===== src/rtl/fe_capture_pkg.sv =====
// Shared types and constants for the multi-channel front-end capture engine.
// FIFO command codes mirror defines_pw.v so downstream decode stays unchanged.
package fe_capture_pkg;

    typedef enum logic [1:0] {
        ST_IDLE    = 2'd0,
        ST_ARMED   = 2'd1,
        ST_CAPTURE = 2'd2,
        ST_DONE    = 2'd3
    } state_t;

    localparam logic [1:0] FE_FIFO_CMD_DATA = 2'd1;
    localparam logic [1:0] FE_FIFO_CMD_TIME = 2'd2;

    function automatic int chan_w(input int n);
        return (n > 1) ? $clog2(n) : 1;
    endfunction

endpackage


===== src/rtl/fe_capture_mc_arb.sv =====
// Oldest-first arbiter: picks the pending channel with the smallest delta to
// last_stamp; the scan starts after the last grant so ties rotate round-robin.
module fe_capture_mc_arb
    import fe_capture_pkg::*;
#(
    parameter int pCHANNELS             = 4,
    parameter int pTIMESTAMP_FULL_WIDTH = 16
) (
    input  logic [pCHANNELS-1:0]                       i_pending,
    input  logic [pCHANNELS*pTIMESTAMP_FULL_WIDTH-1:0] i_stamps,
    input  logic [pTIMESTAMP_FULL_WIDTH-1:0]           i_last_stamp,
    input  logic [chan_w(pCHANNELS)-1:0]               i_last_grant,
    output logic                                       o_valid,
    output logic [chan_w(pCHANNELS)-1:0]               o_chan,
    output logic [pTIMESTAMP_FULL_WIDTH-1:0]           o_delta
);
    localparam int CW = chan_w(pCHANNELS);
    localparam int TW = pTIMESTAMP_FULL_WIDTH;

    logic [CW-1:0] w_idx;
    logic [TW-1:0] w_delta;

    // Strict less-than keeps the first candidate in rotation order on a tie.
    always_comb begin
        o_valid = 1'b0;
        o_chan  = '0;
        o_delta = '0;
        w_idx   = '0;
        w_delta = '0;
        for (int off = 1; off <= pCHANNELS; off++) begin
            w_idx   = CW'((int'(i_last_grant) + off) % pCHANNELS);
            w_delta = i_stamps[w_idx*TW +: TW] - i_last_stamp;
            if (i_pending[w_idx] && (!o_valid || (w_delta < o_delta))) begin
                o_valid = 1'b1;
                o_chan  = w_idx;
                o_delta = w_delta;
            end
        end
    end

endmodule


===== src/rtl/fe_capture_mc.sv =====
// Multi-channel capture engine: per-channel pending slots merged into one
// delta-timestamped FIFO write stream. Optional FE_CAPTURE_MC_DROP_COUNT_EN adds O_drop_count.
module fe_capture_mc
    import fe_capture_pkg::*;
#(
    parameter int pCHANNELS              = 4,
    parameter int pDATA_WIDTH            = 8,
    parameter int pTIMESTAMP_FULL_WIDTH  = 16,
    parameter int pTIMESTAMP_SHORT_WIDTH = 3,
    parameter int pCAPTURE_LEN_WIDTH     = 24
) (
    input  logic                                 fe_clk,
    input  logic                                 reset_n,
    input  logic [pCHANNELS-1:0]                 I_event,
    input  logic [pCHANNELS*pDATA_WIDTH-1:0]     I_data,
    input  logic [pCHANNELS-1:0]                 I_chan_en,
    input  logic                                 I_arm,
    input  logic                                 I_capture_enable,
    input  logic [pCAPTURE_LEN_WIDTH-1:0]        I_capture_len,
    input  logic [pTIMESTAMP_SHORT_WIDTH-1:0]    I_max_short_timestamp,
    input  logic                                 I_timestamps_disable,
    input  logic                                 I_fifo_full,
    output logic                                 O_fifo_wr,
    output logic [1:0]                           O_fifo_command,
    output logic [chan_w(pCHANNELS)-1:0]         O_fifo_chan,
    output logic [pDATA_WIDTH-1:0]               O_fifo_data,
    output logic [pTIMESTAMP_FULL_WIDTH-1:0]     O_fifo_time,
    output logic                                 O_capturing,
    output logic                                 O_capture_done,
    output logic                                 O_overflow
`ifdef FE_CAPTURE_MC_DROP_COUNT_EN
    ,
    output logic [15:0]                          O_drop_count
`endif
);
    localparam int CW = chan_w(pCHANNELS);
    localparam int DW = pDATA_WIDTH;
    localparam int TW = pTIMESTAMP_FULL_WIDTH;
    localparam logic [TW-1:0] KA_DELTA = {{(TW-1){1'b1}}, 1'b0};

    state_t                      r_state, w_next;
    logic                        r_arm_d;
    logic [TW-1:0]               r_abs_ctr, r_last_stamp;
    logic [pCAPTURE_LEN_WIDTH-1:0] r_pkt_cnt;
    logic [pCHANNELS-1:0]        r_pend;
    logic [pCHANNELS*DW-1:0]     r_pend_data;
    logic [pCHANNELS*TW-1:0]     r_pend_stamp;
    logic [CW-1:0]               r_last_grant, r_hold_ch;
    logic                        r_hold;

    logic                        w_arm_go, w_capt, w_exit, w_limit;
    logic [pCHANNELS-1:0]        w_accept, w_drop, w_clr;
    logic                        w_arb_vld;
    logic [CW-1:0]               w_arb_chan;
    logic [TW-1:0]               w_arb_delta, w_ka_delta, w_max_short, w_last_val;
    logic                        w_wr, w_grant, w_hold_set, w_hold_clr, w_last_upd;
    logic [1:0]                  w_cmd;
    logic [CW-1:0]               w_chan;
    logic [DW-1:0]               w_data;
    logic [TW-1:0]               w_time;

    assign w_arm_go    = I_arm && !r_arm_d && (r_state == ST_IDLE || r_state == ST_DONE);
    assign w_capt      = (r_state == ST_CAPTURE);
    assign w_exit      = w_capt && (w_next != ST_CAPTURE);
    assign w_limit     = (I_capture_len != '0) && (r_pkt_cnt >= I_capture_len);
    assign w_accept    = w_capt ? (I_event & I_chan_en & ~r_pend) : '0;
    assign w_drop      = w_capt ? (I_event & I_chan_en & r_pend) : '0;
    assign w_ka_delta  = r_abs_ctr - r_last_stamp;
    assign w_max_short = TW'(I_max_short_timestamp);

    always_ff @(posedge fe_clk) begin
        if (!reset_n) r_state <= ST_IDLE;
        else          r_state <= w_next;
    end

    always_comb begin
        w_next = r_state;
        case (r_state)
            ST_IDLE:    if (w_arm_go) w_next = ST_ARMED;
            ST_ARMED:   if (I_capture_enable) w_next = ST_CAPTURE;
            ST_CAPTURE: if (!I_capture_enable || (w_limit && !r_hold)) w_next = ST_DONE;
            ST_DONE:    if (w_arm_go) w_next = ST_ARMED;
            default:    w_next = ST_IDLE;
        endcase
    end

    always_comb begin
        O_capturing    = (r_state == ST_CAPTURE);
        O_capture_done = (r_state == ST_DONE);
    end

    fe_capture_mc_arb #(
        .pCHANNELS             (pCHANNELS),
        .pTIMESTAMP_FULL_WIDTH (pTIMESTAMP_FULL_WIDTH)
    ) u_arb (
        .i_pending    (r_pend),
        .i_stamps     (r_pend_stamp),
        .i_last_stamp (r_last_stamp),
        .i_last_grant (r_last_grant),
        .o_valid      (w_arb_vld),
        .o_chan       (w_arb_chan),
        .o_delta      (w_arb_delta)
    );

    // A held TIME/DATA pair finishes before any new grant; the limit only blocks new grants.
    always_comb begin
        w_wr       = 1'b0;
        w_cmd      = '0;
        w_chan     = '0;
        w_data     = '0;
        w_time     = '0;
        w_clr      = '0;
        w_grant    = 1'b0;
        w_hold_set = 1'b0;
        w_hold_clr = 1'b0;
        w_last_upd = 1'b0;
        w_last_val = r_last_stamp;
        if (w_capt && I_capture_enable && !I_fifo_full) begin
            if (r_hold) begin
                w_wr            = 1'b1;
                w_cmd           = FE_FIFO_CMD_DATA;
                w_chan          = r_hold_ch;
                w_data          = r_pend_data[r_hold_ch*DW +: DW];
                w_clr[r_hold_ch] = 1'b1;
                w_hold_clr      = 1'b1;
            end else if (!w_limit && w_arb_vld) begin
                w_wr       = 1'b1;
                w_grant    = 1'b1;
                w_last_upd = 1'b1;
                w_last_val = r_pend_stamp[w_arb_chan*TW +: TW];
                if (I_timestamps_disable || (w_arb_delta <= w_max_short)) begin
                    w_cmd             = FE_FIFO_CMD_DATA;
                    w_chan            = w_arb_chan;
                    w_data            = r_pend_data[w_arb_chan*DW +: DW];
                    w_time            = I_timestamps_disable ? '0 : w_arb_delta;
                    w_clr[w_arb_chan] = 1'b1;
                end else begin
                    w_cmd      = FE_FIFO_CMD_TIME;
                    w_time     = w_arb_delta;
                    w_hold_set = 1'b1;
                end
            end else if (!w_limit && (r_pend == '0) && !I_timestamps_disable &&
                         (w_ka_delta == KA_DELTA)) begin
                w_wr       = 1'b1;
                w_cmd      = FE_FIFO_CMD_TIME;
                w_time     = w_ka_delta;
                w_last_upd = 1'b1;
                w_last_val = r_abs_ctr;
            end
        end
    end

    // ---- control registers ----
    always_ff @(posedge fe_clk) begin
        if (!reset_n) begin
            r_arm_d      <= 1'b0;
            r_abs_ctr    <= '0;
            r_last_stamp <= '0;
            r_pkt_cnt    <= '0;
            r_pend       <= '0;
            r_last_grant <= CW'(pCHANNELS - 1);
            r_hold       <= 1'b0;
            r_hold_ch    <= '0;
            O_overflow   <= 1'b0;
        end else begin
            r_arm_d <= I_arm;
            if (w_arm_go) begin
                r_abs_ctr    <= '0;
                r_last_stamp <= '0;
                r_pkt_cnt    <= '0;
                r_last_grant <= CW'(pCHANNELS - 1);
                O_overflow   <= 1'b0;
            end else begin
                if (w_capt)     r_abs_ctr    <= r_abs_ctr + 1'b1;
                if (w_last_upd) r_last_stamp <= w_last_val;
                if (w_wr)       r_pkt_cnt    <= r_pkt_cnt + 1'b1;
                if (w_grant)    r_last_grant <= w_arb_chan;
                if (|w_drop)    O_overflow   <= 1'b1;
            end
            if (!w_capt || w_exit) begin
                r_pend <= '0;
                r_hold <= 1'b0;
            end else begin
                r_pend <= (r_pend & ~w_clr) | w_accept;
                if (w_hold_set) begin
                    r_hold    <= 1'b1;
                    r_hold_ch <= w_arb_chan;
                end else if (w_hold_clr) begin
                    r_hold <= 1'b0;
                end
            end
        end
    end

    always_ff @(posedge fe_clk) begin
        for (int c = 0; c < pCHANNELS; c++) begin
            if (w_accept[c]) begin
                r_pend_data[c*DW +: DW]  <= I_data[c*DW +: DW];
                r_pend_stamp[c*TW +: TW] <= r_abs_ctr;
            end
        end
    end

    // ---- output register stage ----
    always_ff @(posedge fe_clk) begin
        if (!reset_n) begin
            O_fifo_wr      <= 1'b0;
            O_fifo_command <= '0;
            O_fifo_chan    <= '0;
            O_fifo_data    <= '0;
            O_fifo_time    <= '0;
        end else begin
            O_fifo_wr      <= w_wr;
            O_fifo_command <= w_cmd;
            O_fifo_chan    <= w_chan;
            O_fifo_data    <= w_data;
            O_fifo_time    <= w_time;
        end
    end

`ifdef FE_CAPTURE_MC_DROP_COUNT_EN
    logic [4:0] w_drop_n;

    function automatic logic [15:0] sat_add16(input logic [15:0] a, input logic [4:0] b);
        logic [16:0] s;
        s = {1'b0, a} + {12'd0, b};
        return s[16] ? 16'hFFFF : s[15:0];
    endfunction

    always_comb begin
        w_drop_n = '0;
        for (int c = 0; c < pCHANNELS; c++) w_drop_n = w_drop_n + {4'd0, w_drop[c]};
    end

    always_ff @(posedge fe_clk) begin
        if (!reset_n)      O_drop_count <= '0;
        else if (w_arm_go) O_drop_count <= '0;
        else               O_drop_count <= sat_add16(O_drop_count, w_drop_n);
    end
`endif

endmodule

===== config.mk =====
export PLATFORM = sky130hd
export DESIGN_NAME = fe_capture_mc
export DESIGN_NICKNAME = d
export VERILOG_FILES = /design/src/rtl/fe_capture_pkg.sv /design/src/rtl/fe_capture_mc_arb.sv /design/src/rtl/fe_capture_mc.sv
export SDC_FILE = /design/constraint.sdc
export NUM_CORES = 1
export LEC_CHECK = 0
export CORE_MARGIN = 8
export CORE_UTILIZATION = 30
export CTS_CLUSTER_DIAMETER = 60
export CTS_CLUSTER_SIZE = 14
export DETAILED_ROUTE_END_ITERATION = 7
export PLACE_DENSITY = 0.53
export SYNTH_ARGS = -nofsm -noshare
export SYNTH_HDL_FRONTEND = slang
export SYNTH_SLANG_ARGS = --single-unit

===== constraint.sdc =====
create_clock -name fe_clk -period 25.8 [get_ports fe_clk]
set_input_delay 2.58 -clock fe_clk [delete_from_list [all_inputs] [get_ports fe_clk]]
set_output_delay 2.58 -clock fe_clk [all_outputs]
set_load 0.1 [all_outputs]

==> impl_metrics.json <==
{
  "cp_slowest_stage_delay_ps": 690,
  "io_buffers": 104,
  "switching_share": 0.325,
  "avgRoutedWirePerCell_um": 21.7,
  "cts_hold_buf": 0,
  "multi_input_area_um2": 10900,
  "antenna_found_initial": 3,
  "final_common_cell": "ha_1",
  "dr_wl_met2_mm": 24.7,
  "syn-instance-count": 1699,
  "grt_max_degree": 62,
  "share_clk_of_total_power": 0.344,
  "synth_ff_type": "dfxtp_1",
  "start_util": 0.304,
  "post-route-min-period_ps": 13840,
  "fp.dieW_um": 250,
  "place_congestion": 0.884,
  "cp_slowest_cell": "a2111oi_0",
  "clockBufferDepth": 2,
  "grt_pass1_wl_mm": 82.1,
  "synth_area_um2": 16400,
  "drtPass1Iterations": 5,
  "antenna_cells": 0,
  "dp.final_hpwl_mm": 42.2,
  "critPathArrivalTime_ps": 14220,
  "leakagePower_uw": 0.00721,
  "fillers": 5491,
  "cts_buffers": 17,
  "ff_latch_area_um2": 4850,
  "vias": 14100,
  "top_layer_used": "met5",
  "synth-seq-cells": 194,
  "htreeDepth": 4,
  "areaGrowthSynthToFinish_pct": 14.4,
  "synth.distinct_cells": 89,
  "async_flop_share": 0,
  "grt_overflow": 0,
  "power.internal_uw": 554,
  "wl_met3_mm": 2.92,
  "ir_drop_v": 0.0000472,
  "fmax_ghz": 0.0723,
  "crit_path_max_fanout": 27,
  "numClockSinks": 194,
  "seq_area_frac_synth": 0.295,
  "wl_mm": 53.7,
  "drive_above_1_share": 0.104,
  "end_kind": "flip-flop",
  "drt-vias-per-instance": 5.69,
  "pwr-share-comb": 0.229,
  "ys_warn_count": 0,
  "cts_resized": 0,
  "slew_violations": 0,
  "first_global_vias": 13800,
  "utilization": 0.348,
  "synth-edff-count": 96,
  "drt.antenna.violating_nets": 0,
  "met1_length_mm": 24.0,
  "min_period_over_period": 0.536,
  "rows": 85,
  "worstMarginPinSlew_ps": 1370,
  "drv_cap": 0,
  "critPathLaunchType": "flip-flop",
  "hold_ws_ps": 480,
  "setup-tns-final_ps": 0,
  "die_h_um": 250,
  "path_class": "reg2reg",
  "die_area_um2": 62500,
  "cts_tree": "built",
  "cts-root-buf": "clkbuf_16",
  "syn_avg_cell_area_um2": 9.67,
  "clkTransAtPathRegs_ps": 80,
  "drc_errors": 0,
  "p_sw_uw": 267,
  "dr.first_iter.drc_count": 970,
  "pwr-share-seq": 0.427,
  "skew_ps": 13.6,
  "finalSetupViolCount": 0,
  "rsz0062_at_grt": "false",
  "most-common-layout-cells": "ha_1, nand2_1, a21oi_1",
  "slew_headroom": 0.0793,
  "pin_count": 105,
  "critPathRequiredTime_ps": 26180,
  "outcome": "completed",
  "synth.net_count": 1930,
  "grt_usage": 0.167,
  "nets": 1997,
  "core_area_um2": 54000,
  "hold_violations": 0,
  "hold_class": "reg2reg",
  "post_cts_buffers": 0,
  "worstSkewPairLatency_ps": 470,
  "powerDensity_nw_per_um2": 43.7
}
worst max-delay path, delay by kind of cell, from the launching register on:
| kind | cells | cell delay (ps) |
|---|---|---|
| and+or+nand+nor | 8 | 2750 |
| buffers and inverters | 3 | 220 |
| DFF | 1 | 580 |
| muxes | 4 | 1700 |
| adders and majority gates | 6 | 1760 |
| AOI/OAI and AO/OA | 24 | 6710 |
area by class of cell:
class                           count  area share
Tap cell                          696      0.0463
Clock inverter                     15      0.0107
Inverter                          100      0.0200
Multi-Input combinational cell   1332       0.580
Sequential cell                   194       0.258
Clock buffer                       17      0.0226
Timing Repair Buffer              121      0.0622
metrics by stage:
step | area [um2] | power (uW) | setup slack (ps) | cells
after CTS | 18800 | 827 | 12030 | 2475
after floorplan | 16400 | 476 | 12300 | 1699
final | 18800 | 821 | 11960 | 2475
after global placement | 18200 | 542 | 12330 | 2443
after detailed placement | 18200 | 544 | 12090 | 2443
after global routing | 18800 | 860 | 10980 | 2475
logic make-up (layout without fill, tap and decap cells):
| family | count (synthesis) | in the layout | synth area share |
|---|---|---|---|
| DFF | 194 | 194 | 0.295 |
| xor gates and xnor gates | 62 | 62 | 0.0330 |
| and+or+nand+nor | 479 | 479 | 0.150 |
| adders and majority gates | 158 | 158 | 0.123 |
| AOI/OAI and AO/OA | 455 | 455 | 0.190 |
| buffers and inverters | 173 | 253 | 0.0429 |
| muxes | 178 | 178 | 0.167 |
final timing paths:
path	end	start	depth (start not counted)	slack [ps]
worst max register to register	O_fifo_chan[0]	r_last_grant[1]	45	11960
worst min-delay path	O_overflow	O_overflow	2	480
worst min register to register	O_overflow	O_overflow	2	480
worst max-delay path	O_fifo_chan[0]	r_last_grant[1]	45	11960
power groups by stage:
stage | sequential, uW | clock [uW] | combinational [uW]
after floorplan | 351 | 0 | 125
final | 351 | 282 | 188
after detailed placement | 357 | 0 | 187
after CTS | 350 | 289 | 188
after global routing | 352 | 301 | 206
after global placement | 356 | 0 | 186
registers in the layout, indices dropped and copies added, names as in the netlist, 2 cells and up:
register / count
O_fifo_time: 16
r_hold_ch: 2
r_pkt_cnt: 24
r_state: 2
r_last_grant: 2
r_last_stamp: 16
O_fifo_chan: 2
r_pend: 4
r_abs_ctr: 16
O_fifo_command: 2
r_pend_stamp: 64
r_pend_data: 32
O_fifo_data: 8
Yosys cell counts, types with 40 or more instances:
| master | n | share of area |
|---|---|---|
| mux4_2 | 73 | 0.10 |
| edfxtp_1 | 96 | 0.18 |
| clkbuf_1 | 47 | 0.011 |
| nor2_1 | 92 | 0.021 |
| dfxtp_1 | 98 | 0.12 |
| ha_1 | 153 | 0.12 |
| nand2_1 | 140 | 0.032 |
| inv_1 | 100 | 0.023 |
| o21ai_0 | 84 | 0.026 |
| mux2i_1 | 71 | 0.043 |
| a21o_1 | 40 | 0.018 |
| a21oi_1 | 106 | 0.032 |
routing by layer:
| metal | global-route usage | vias to the layer above |
|---|---|---|
| met5 | 0 | - |
| met4 | 0.0692 | 4 |
| met3 | 0.0243 | 85 |
| met2 | 0.269 | 422 |
| met1 | 0.223 | 6887 |
| li1 | - | 6675 |
Power figures use the tool's default switching activity.
